===== config.mk =====
export PLATFORM = sky130hd
export DESIGN_NAME = clock_time_ctrl
export DESIGN_NICKNAME = d
export VERILOG_FILES = /design/src/rtl/clock_time_ctrl.sv
export SDC_FILE = /design/constraint.sdc
export NUM_CORES = 1
export LEC_CHECK = 0
export CAP_MARGIN = 30
export CORE_UTILIZATION = 45
export DETAILED_ROUTE_END_ITERATION = 6
export PLACE_DENSITY_LB_ADDON = 0.12
export SYNTH_ARGS = -nofsm -noshare
export SYNTH_HDL_FRONTEND = slang
export SYNTH_SLANG_ARGS = --single-unit

===== constraint.sdc =====
create_clock -name clk -period 3.1 [get_ports clk]
set_input_delay 0.31 -clock clk [delete_from_list [all_inputs] [get_ports clk]]
set_output_delay 0.31 -clock clk [all_outputs]
set_load 0.02 [all_outputs]

===== src/rtl/clock_time_ctrl.sv =====
// clock_time_ctrl: BCD HH:MM:SS timekeeper with digit-set editing and 4-digit display mux.
// Optional blink of the edited digit is enabled by defining CLOCK_BLINK_EN.
module clock_time_ctrl (
  input  logic       clk,
  input  logic       rst_n,
  input  logic       tick_sec,
  input  logic       key_inc,
  input  logic       HHMM_view,
  input  logic       MMSS_view,
  input  logic [5:0] sel_set,
  output logic [3:0] h1,
  output logic [3:0] h2,
  output logic [3:0] m1,
  output logic [3:0] m2,
  output logic [3:0] s1,
  output logic [3:0] s2,
  output logic [3:0] disp3,
  output logic [3:0] disp2,
  output logic [3:0] disp1,
  output logic [3:0] disp0,
  output logic [3:0] disp_blank,
  output logic       day_wrap
);
  typedef enum logic [1:0] {RUN, EDIT, HOLD} state_t;
  state_t state_d, state_q;
  logic [3:0] h1_d, h1_q, h2_d, h2_q, m1_d, m1_q, m2_d, m2_q, s1_d, s1_q, s2_d, s2_q;
  logic [5:0] sel_d, sel_q;
  logic hhmm_d, hhmm_q, mmss_d, mmss_q;
  logic [15:0] disp_d, disp_q;
  logic [3:0] blank_d, blank_q;
  logic day_wrap_d, day_wrap_q;
  logic run_tick, edit_key, c_s2, c_s1, c_m2, c_m1, c_h2, c_day, show_hm, show_ms;
  function automatic logic [3:0] inc(input logic [3:0] d, input logic [3:0] lim);
    return d >= lim ? 4'd0 : d + 4'd1;
  endfunction
  always_comb begin
    state_d = sel_set == 6'd0 ? RUN : (sel_set & (sel_set - 6'd1)) == 6'd0 ? EDIT : HOLD;
    sel_d = sel_set;
    hhmm_d = HHMM_view;
    mmss_d = MMSS_view;
  end
  always_comb begin
    run_tick = state_d == RUN && tick_sec;
    edit_key = state_d == EDIT && key_inc;
    c_s2 = run_tick && s2_q == 4'd9;
    c_s1 = c_s2 && s1_q == 4'd5;
    c_m2 = c_s1 && m2_q == 4'd9;
    c_m1 = c_m2 && m1_q == 4'd5;
    c_h2 = c_m1 && h2_q == 4'd9;
    c_day = c_m1 && h1_q == 4'd2 && h2_q == 4'd3;
  end
  // Edits wrap the chosen digit only; raising h1 to 2 clamps h2 so 24:xx..29:xx never appear
  always_comb begin
    h1_d = h1_q;
    h2_d = h2_q;
    m1_d = m1_q;
    m2_d = m2_q;
    s1_d = s1_q;
    s2_d = s2_q;
    day_wrap_d = 1'b0;
    if (run_tick) begin
      s2_d = inc(s2_q, 4'd9);
      if (c_s2) s1_d = inc(s1_q, 4'd5);
      if (c_s1) m2_d = inc(m2_q, 4'd9);
      if (c_m2) m1_d = inc(m1_q, 4'd5);
      if (c_m1) h2_d = c_day ? 4'd0 : inc(h2_q, 4'd9);
      if (c_h2) h1_d = h1_q + 4'd1;
      if (c_day) h1_d = 4'd0;
      day_wrap_d = c_day;
    end else if (edit_key) begin
      if (sel_set[5]) begin
        h1_d = inc(h1_q, 4'd2);
        if (h1_d == 4'd2 && h2_q > 4'd3) h2_d = 4'd3;
      end
      if (sel_set[4]) h2_d = inc(h2_q, h1_q == 4'd2 ? 4'd3 : 4'd9);
      if (sel_set[3]) m1_d = inc(m1_q, 4'd5);
      if (sel_set[2]) m2_d = inc(m2_q, 4'd9);
      if (sel_set[1]) s1_d = inc(s1_q, 4'd5);
      if (sel_set[0]) s2_d = inc(s2_q, 4'd9);
    end
  end
`ifdef CLOCK_BLINK_EN
  logic phase_d, phase_q;
  always_comb
    phase_d = state_d == EDIT && (state_q != EDIT || key_inc) ? 1'b0 :
              state_d == EDIT && tick_sec ? !phase_q : phase_q;
  always_ff @(posedge clk or negedge rst_n)
    if (!rst_n) phase_q <= 1'b0;
    else phase_q <= phase_d;
`endif
  // Display works from the registered digits and selects, one stage behind the time
  always_comb begin
    show_hm = state_q == EDIT ? |sel_q[5:2] : state_q == RUN && hhmm_q;
    show_ms = state_q == EDIT ? |sel_q[1:0] : state_q == RUN && !hhmm_q && mmss_q;
    disp_d = show_hm ? {h1_q, h2_q, m1_q, m2_q} : show_ms ? {m1_q, m2_q, s1_q, s2_q} : 16'h0;
    blank_d = show_hm || show_ms ? 4'b0000 : 4'b1111;
`ifdef CLOCK_BLINK_EN
    if (phase_q && state_q == EDIT)
      blank_d = blank_d | {sel_q[5], sel_q[4], sel_q[3] | sel_q[1], sel_q[2] | sel_q[0]};
`endif
  end
  always_ff @(posedge clk or negedge rst_n)
    if (!rst_n) begin
      state_q <= RUN;
      {h1_q, h2_q, m1_q, m2_q, s1_q, s2_q} <= 24'h0;
      sel_q <= 6'd0;
      hhmm_q <= 1'b0;
      mmss_q <= 1'b0;
      disp_q <= 16'h0;
      blank_q <= 4'h0;
      day_wrap_q <= 1'b0;
    end else begin
      state_q <= state_d;
      {h1_q, h2_q, m1_q, m2_q, s1_q, s2_q} <= {h1_d, h2_d, m1_d, m2_d, s1_d, s2_d};
      sel_q <= sel_d;
      hhmm_q <= hhmm_d;
      mmss_q <= mmss_d;
      disp_q <= disp_d;
      blank_q <= blank_d;
      day_wrap_q <= day_wrap_d;
    end
  assign {h1, h2, m1, m2, s1, s2} = {h1_q, h2_q, m1_q, m2_q, s1_q, s2_q};
  assign {disp3, disp2, disp1, disp0} = disp_q;
  assign disp_blank = blank_q;
  assign day_wrap = day_wrap_q;
endmodule


==> results.ini, run 1 <==
[place]
hpwl_microns = 4654
placed_area_sq_mm = 0.003473
gp_congestion = 0.8667
place_ws_ps = 322.7
io_buffers = 56

[power]
p_leak_nw = 1.505
ir_worst_vdd_mv = 0.3630
power_density_mw_per_mm2 = 541.4

[cts]
post-cts-setup-buffers = 0
cts_tree = yes
cts_buffer_depth = 2
numCtsBuffers = 5
cts_root_buf = clkbuf_8
clk_latency_ps = 300
clk_pin_slew_ps = 90
clock_sinks = 52
htreeDepth = 2

[critical_path]
r2r_setup_slack_ps = 490
critPathMaxFanout = 7
cp-end-kind = register
path_cells = inv_1 > ha_1 > nand3b_1 > or3_1 > or3_1 > o21a_1 > or4_1 > o211ai_1
worst_setup_path_start_kind = register
crit_buf_inv = 1
crit_start = s1[1]$_DFFE_PN0P_
cpMostUsedCell = or3_1
cpMaxStageDelayCell = or4_1
crit_required_ps = 3320
worst-setup-path-type = register to register
crit_family = simple AND/OR/NAND/NOR gates
r2r_start = s1[1]$_DFFE_PN0P_
cpPeakStageDelay_ps = 530
crit_arrival_ps = 2830

[synth]
ys_async_sr_fraction_pct = 100.0
synth_top_cell_by_area = dfrtp_1
synth_edf_count = 0
ys_seq_area_share_pct = 46.74
synth.top_cell.area_share_pct = 46.74
syn_inst = 305
synth-xor-area-share_pct = 0.3146
ys_types = 49
syn-cell-area_sq_mm = 0.002784
muxShareOfSynthArea_pct = 0.4045
synth_adder_area_share_pct = 8.899
synth_top_family_by_area = simple AND/OR/NAND/NOR gates
synthesis.nets = 336
synth-seq-cells = 52
synthFlopType = dfrtp_1
synth.area.top_cells = dfrtp_1 47%, ha_1 8.5%, o21ai_0 7.2%
yosysWarnings = 0
synth_area_per_cell_sq_um = 9.128
synth-simple-area-share_pct = 22.79
synth-compound-area-share_pct = 15.91

[die]
die_width_microns = 80.66
core-area_sq_mm = 0.005956
dieHeight_microns = 80.66
boundaryPins = 57
dieArea_sq_mm = 0.006505
fp-row-count = 28
start_util_pct = 46.74

[grt]
grt_pass1_wl_microns = 10430
antenna_found_initial = 0
globalRouteTotalUtil_pct = 20.91
first_global_vias = 2269
grt_overflow_total = 0
grt_max_degree = 34

[routing]
drt-vias-per-instance = 5.430
first_pass_iters = 4
wl_per_cell_microns = 13.95
drtAntennaViolNets = 0
vias = 2422
wl_microns = 6221
drtIter0Drc = 126
drc = 0

[final_layout]
fin_area_sq_mm = 0.003595
final_cell_mix = 55 x clkdlybuf4s50_1, 52 x dfrtp_1, 51 x nand2_1
post-route-util_pct = 60.36
final.fill_count = 544
nets = 401
drive_above_1_share_pct = 8.356
final_common_cell = clkdlybuf4s50_1
syn_to_final_growth_pct = 29.12
n_antenna_cell = 0

[timing]
timing.final.ws_setup_ps = 492.4
timing.hold.ws_ps = 437.3
min_period_over_period_pct = 84.11
rsz0062_at_grt = false
slew_headroom_pct = 60.74
tightest_slew_ps = 574.1
hold_viol_final = 0
clock.fmax_ghz = 0.3835
skew_ps = 7.712
final-max-slew-violation-count = 0
period_minus_slack_ps = 2608
tns_ps = 0
finalSetupViolations = 0

[hold_path]
min_from = MMSS_view
hold_class = input port to register

[outcome]
status = complete, no violations

[flow_run]
maxCapViolCount = 0

through the flow:
step	std cells	power, mW
global placement	437	1.482
finish	446	1.946
detailed placement	437	1.497
global route	446	2.068
floorplan	305	1.215
CTS	446	1.959
per-layer routing:
layer	vias up	wire length (microns)	track usage (%)
met1	1148	2998	27.75
met4	0	60	7.679
met5	-	0	0
li1	1199	-	-
met2	71	2897	33.81
met3	4	264	3.750
power breakdown:
part           switching [mW]  total (mW)  leakage [nW]  internal [mW]
Clock                   0.220       0.459        0.0541          0.239
Sequential              0.132       0.887         0.655          0.755
Combinational           0.328       0.601         0.796          0.272
flip-flops by register name, summed over array words and instances (netlist names), 2 cells and up:
| name | cells |
|---|---|
| s2 | 4 |
| s1 | 4 |
| sel_q | 6 |
| disp_q | 16 |
| m1 | 4 |
| h1 | 4 |
| h2 | 4 |
| state_q | 2 |
| m2 | 4 |
area by class of cell:
type                            instances  area, sq um  area share (%)
Clock inverter                          3        42.54           1.183
Timing Repair Buffer                   71        670.6           18.66
Tap cell                               75        93.84           2.611
Inverter                               18        67.56           1.880
Multi-Input combinational cell        222         1350           37.56
Clock buffer                            5        68.82           1.914
Sequential cell                        52         1301           36.20
worst reg2reg max path, cell delays in order (launching register included):
cell      delay [ps]
dfrtp_1          390
inv_1             80
ha_1             160
nand3b_1         150
or3_1            450
or3_1            440
o21a_1           260
or4_1            530
o211ai_1          90
timing repair:
action	in CTS	in global routing
endpoints found under the setup margin	0	0
resized for setup	0	0
hold buffers	1	0
hold endpoints to repair	20	0
cells in the mapped netlist, types with 2 or more instances:
| library cell | instances |
|---|---|
| a21o_1 | 3 |
| nand2b_1 | 10 |
| or4_1 | 2 |
| ha_1 | 19 |
| o21ai_0 | 40 |
| clkbuf_1 | 7 |
| nor4_1 | 5 |
| a41oi_1 | 3 |
| nand2_1 | 51 |
| nor3b_1 | 2 |
| buf_4 | 3 |
| or3_1 | 4 |
| nand4_1 | 2 |
| o211ai_1 | 2 |
| o31ai_1 | 2 |
| nand3b_1 | 2 |
| nor3_1 | 4 |
| buf_2 | 2 |
| nor2b_1 | 3 |
| inv_1 | 18 |
| nand3_1 | 15 |
| nor2_1 | 14 |
| a211oi_1 | 2 |
| a21oi_1 | 11 |
| dfrtp_1 | 52 |
| o22ai_1 | 4 |
worst paths after layout:
kind,to,cells after the start
min,mmss_q$_DFF_PN0_,1
min reg2reg,disp_q[1]$_DFF_PN0_,2
max reg2reg,h1[3]$_DFFE_PN0P_,8
max in group asynchronous,disp_q[13]$_DFF_PN0_,3
min in group asynchronous,disp_blank[2]$_DFF_PN0_,2
max,h1[3]$_DFFE_PN0P_,8
logic make-up (layout without fill, tap and decap cells):
logic type                 Yosys count  after routing
DFF                                 52             52
and+or+nand+nor                    125            125
xor gates and xnor gates             1              1
buffers and inverters               31             97
AOI/OAI and AO/OA                   75             75
adders and majority gates           20             20
muxes                                1              1
Power figures use the tool's default switching activity.
==> inputs of run 2 (changes only) <==
==> constraint.sdc (replaced) <==
create_clock -name clk -period 2.7 [get_ports clk]
set_input_delay 0.27 -clock clk [delete_from_list [all_inputs] [get_ports clk]]
set_output_delay 0.27 -clock clk [all_outputs]
set_load 0.02 [all_outputs]
==> run 2 against run 1 <==
Effect of this change: fmax increased by 3.5%; via count increased by 0.17%; first-iteration DRC count increased by 26%; wire length decreased by 1.0%; cell area increased by 2.2%; sequential cell count unchanged; combinational power increased by 23%; sequential share of layout area decreased by 0.79 points; clock skew increased by 2.1 ps; hold slack got worse by 42 ps; largest cell class unchanged.
==> results.ini, run 2 (synthesis results as in run 1) <==
[outcome]
status = complete, no violations

[timing]
slew_headroom_pct = 57.27
min_period_over_period_pct = 93.29
tns_ps = 0
clock.fmax_ghz = 0.3970
rsz0062_at_grt = false
final-max-slew-violation-count = 0
timing.hold.ws_ps = 395.5
skew_ps = 9.852
period_minus_slack_ps = 2519
hold_viol_final = 0
tightest_slew_ps = 624.7
finalSetupViolations = 0

[hold_path]
hold_class = input port to register
min_from = MMSS_view

[place]
hpwl_microns = 4609
gp_congestion = 0.8784
dpl.cell_count = 450
io_buffers = 56

[critical_path]
crit_required_ps = 2920
r2r_start = s1[1]$_DFFE_PN0P_
critPathMaxFanout = 6
crit_arrival_ps = 2740
crit_start = s1[1]$_DFFE_PN0P_
path_cells = inv_1 > ha_1 > nand3b_1 > or3_1 > or3_1 > o21a_1 > buf_4 > or2_2 > o21ai_0
cp-end-kind = register
crit_buf_inv = 2
crit_family = simple AND/OR/NAND/NOR gates
worst_setup_path_start_kind = register
cpMaxStageDelayCell = or3_1
worst-setup-path-type = register to register
cpPeakStageDelay_ps = 440
cpMostUsedCell = or3_1

[die]
dieHeight_microns = 80.66
die_width_microns = 80.66
boundaryPins = 57
core-area_sq_mm = 0.005956
start_util_pct = 46.74
dieArea_sq_mm = 0.006505
fp-row-count = 28

[grt]
globalRouteTotalUtil_pct = 20.27
first_global_vias = 2224
grt_max_degree = 34
grt_pass1_wl_microns = 10110
antenna_found_initial = 0
grt_overflow_total = 0

[final_layout]
largest_reg_flops = 16
drive_above_1_share_pct = 11.20
nets = 414
final_cell_mix = 55 x clkdlybuf4s50_1, 52 x dfrtp_1, 51 x nand2_1
largest_register = disp_q
n_antenna_cell = 0
final-seq-area_sq_mm = 0.001301
final_cells = 459
multi_input_area_sq_mm = 0.001350
final.fill_count = 547
final_common_cell = clkdlybuf4s50_1
reg.largest.list = disp_q (16), sel_q (6)
syn_to_final_growth_pct = 32.00

[routing]
wl_microns = 6158
first_pass_iters = 4
drtIter0Drc = 159
drt-vias-per-instance = 5.285
vias = 2426
drc = 0
drtAntennaViolNets = 0
wl_per_cell_microns = 13.42

[cts]
numCtsBuffers = 5
cts_tree = yes
htreeDepth = 2
clk_pin_slew_ps = 90
clk_latency_ps = 300
cts_root_buf = clkbuf_8
cts_buffer_depth = 2
clock_sinks = 52

[flow_run]
maxCapViolCount = 0

[power]
p_leak_nw = 1.556
power_density_mw_per_mm2 = 595.0
ir_worst_vdd_mv = 0.4005
p_total_mw = 2.186

run 2: cell types whose count changed in the layout (fill, tap and decap cells not counted):
cell and delta:
buf_4 +13, bufinv_16 -1, clkbuf_1 +1, clkinv_2 -1
clkbuf_8 +1
run 2: power by group:
| part | internal [mW] | leakage, nW | switching [mW] |
|---|---|---|---|
| clock network | 0.209 | 0.0445 | 0.252 |
| registers | 0.867 | 0.655 | 0.122 |
| logic | 0.336 | 0.856 | 0.401 |
run 2: path summary, 6_finish.rpt:
check / endpoint / slack (ps) / cells after the start
max: h1[2]$_DFFE_PN0P_ / 180 / 9
min: mmss_q$_DFF_PN0_ / 400 / 1
max reg2reg: h1[2]$_DFFE_PN0P_ / 180 / 9
min reg2reg: s1[3]$_DFFE_PN0P_ / 590 / 1
max in group asynchronous: disp_q[13]$_DFF_PN0_ / 1450 / 3
min in group asynchronous: s2[2]$_DFFE_PN0P_ / 470 / 2
run 2: cell type report:
cell class / count / area share (%)
well taps: 75 / 2.554
clock buffers: 7 / 2.349
multi-input cells: 222 / 36.74
clock inverters: 1 / 0.2043
inverters: 18 / 1.839
flip-flops and latches: 52 / 35.41
repair buffers: 84 / 20.91
run 2: repair_timing:
action	4_1_cts	5_1_grt
endpoints found under the setup margin	0	0
gates resized for setup	0	0
hold endpoints to repair	22	0
hold buffers	1	0
buffers inserted	0	0
run 2: through the flow:
step / worst slack [ps] / area (sq um) / util, %
6_report: 181.2 / 3675 / 61.70
4_1_cts: 169.4 / 3675 / 61.70
2_1_floorplan: 185.1 / 2784 / -
3_3_place_gp: 76.32 / 3571 / 59.96
3_5_place_dp: 28.26 / 3571 / 59.96
5_1_grt: 77.16 / 3675 / 61.70
run 2: per-layer routing:
metal / vias up / routed length (microns) / share of wire (%) / track usage (%)
li1: 1221 / - / - / -
met1: 1135 / 3038 / 49 / 27.89
met2: 63 / 2779 / 45 / 32.54
met3: 7 / 270 / 4.4 / 3.750
met4: 0 / 70 / 1.1 / 5.357
met5: - / 0 / 0 / 0
run 2: worst register-to-register path: stages, from the launching register on:
cell      delay, ps
dfrtp_1         390
inv_1            80
ha_1            160
nand3b_1        130
or3_1           440
or3_1           440
o21a_1          210
buf_4           150
or2_2           300
o21ai_0         140
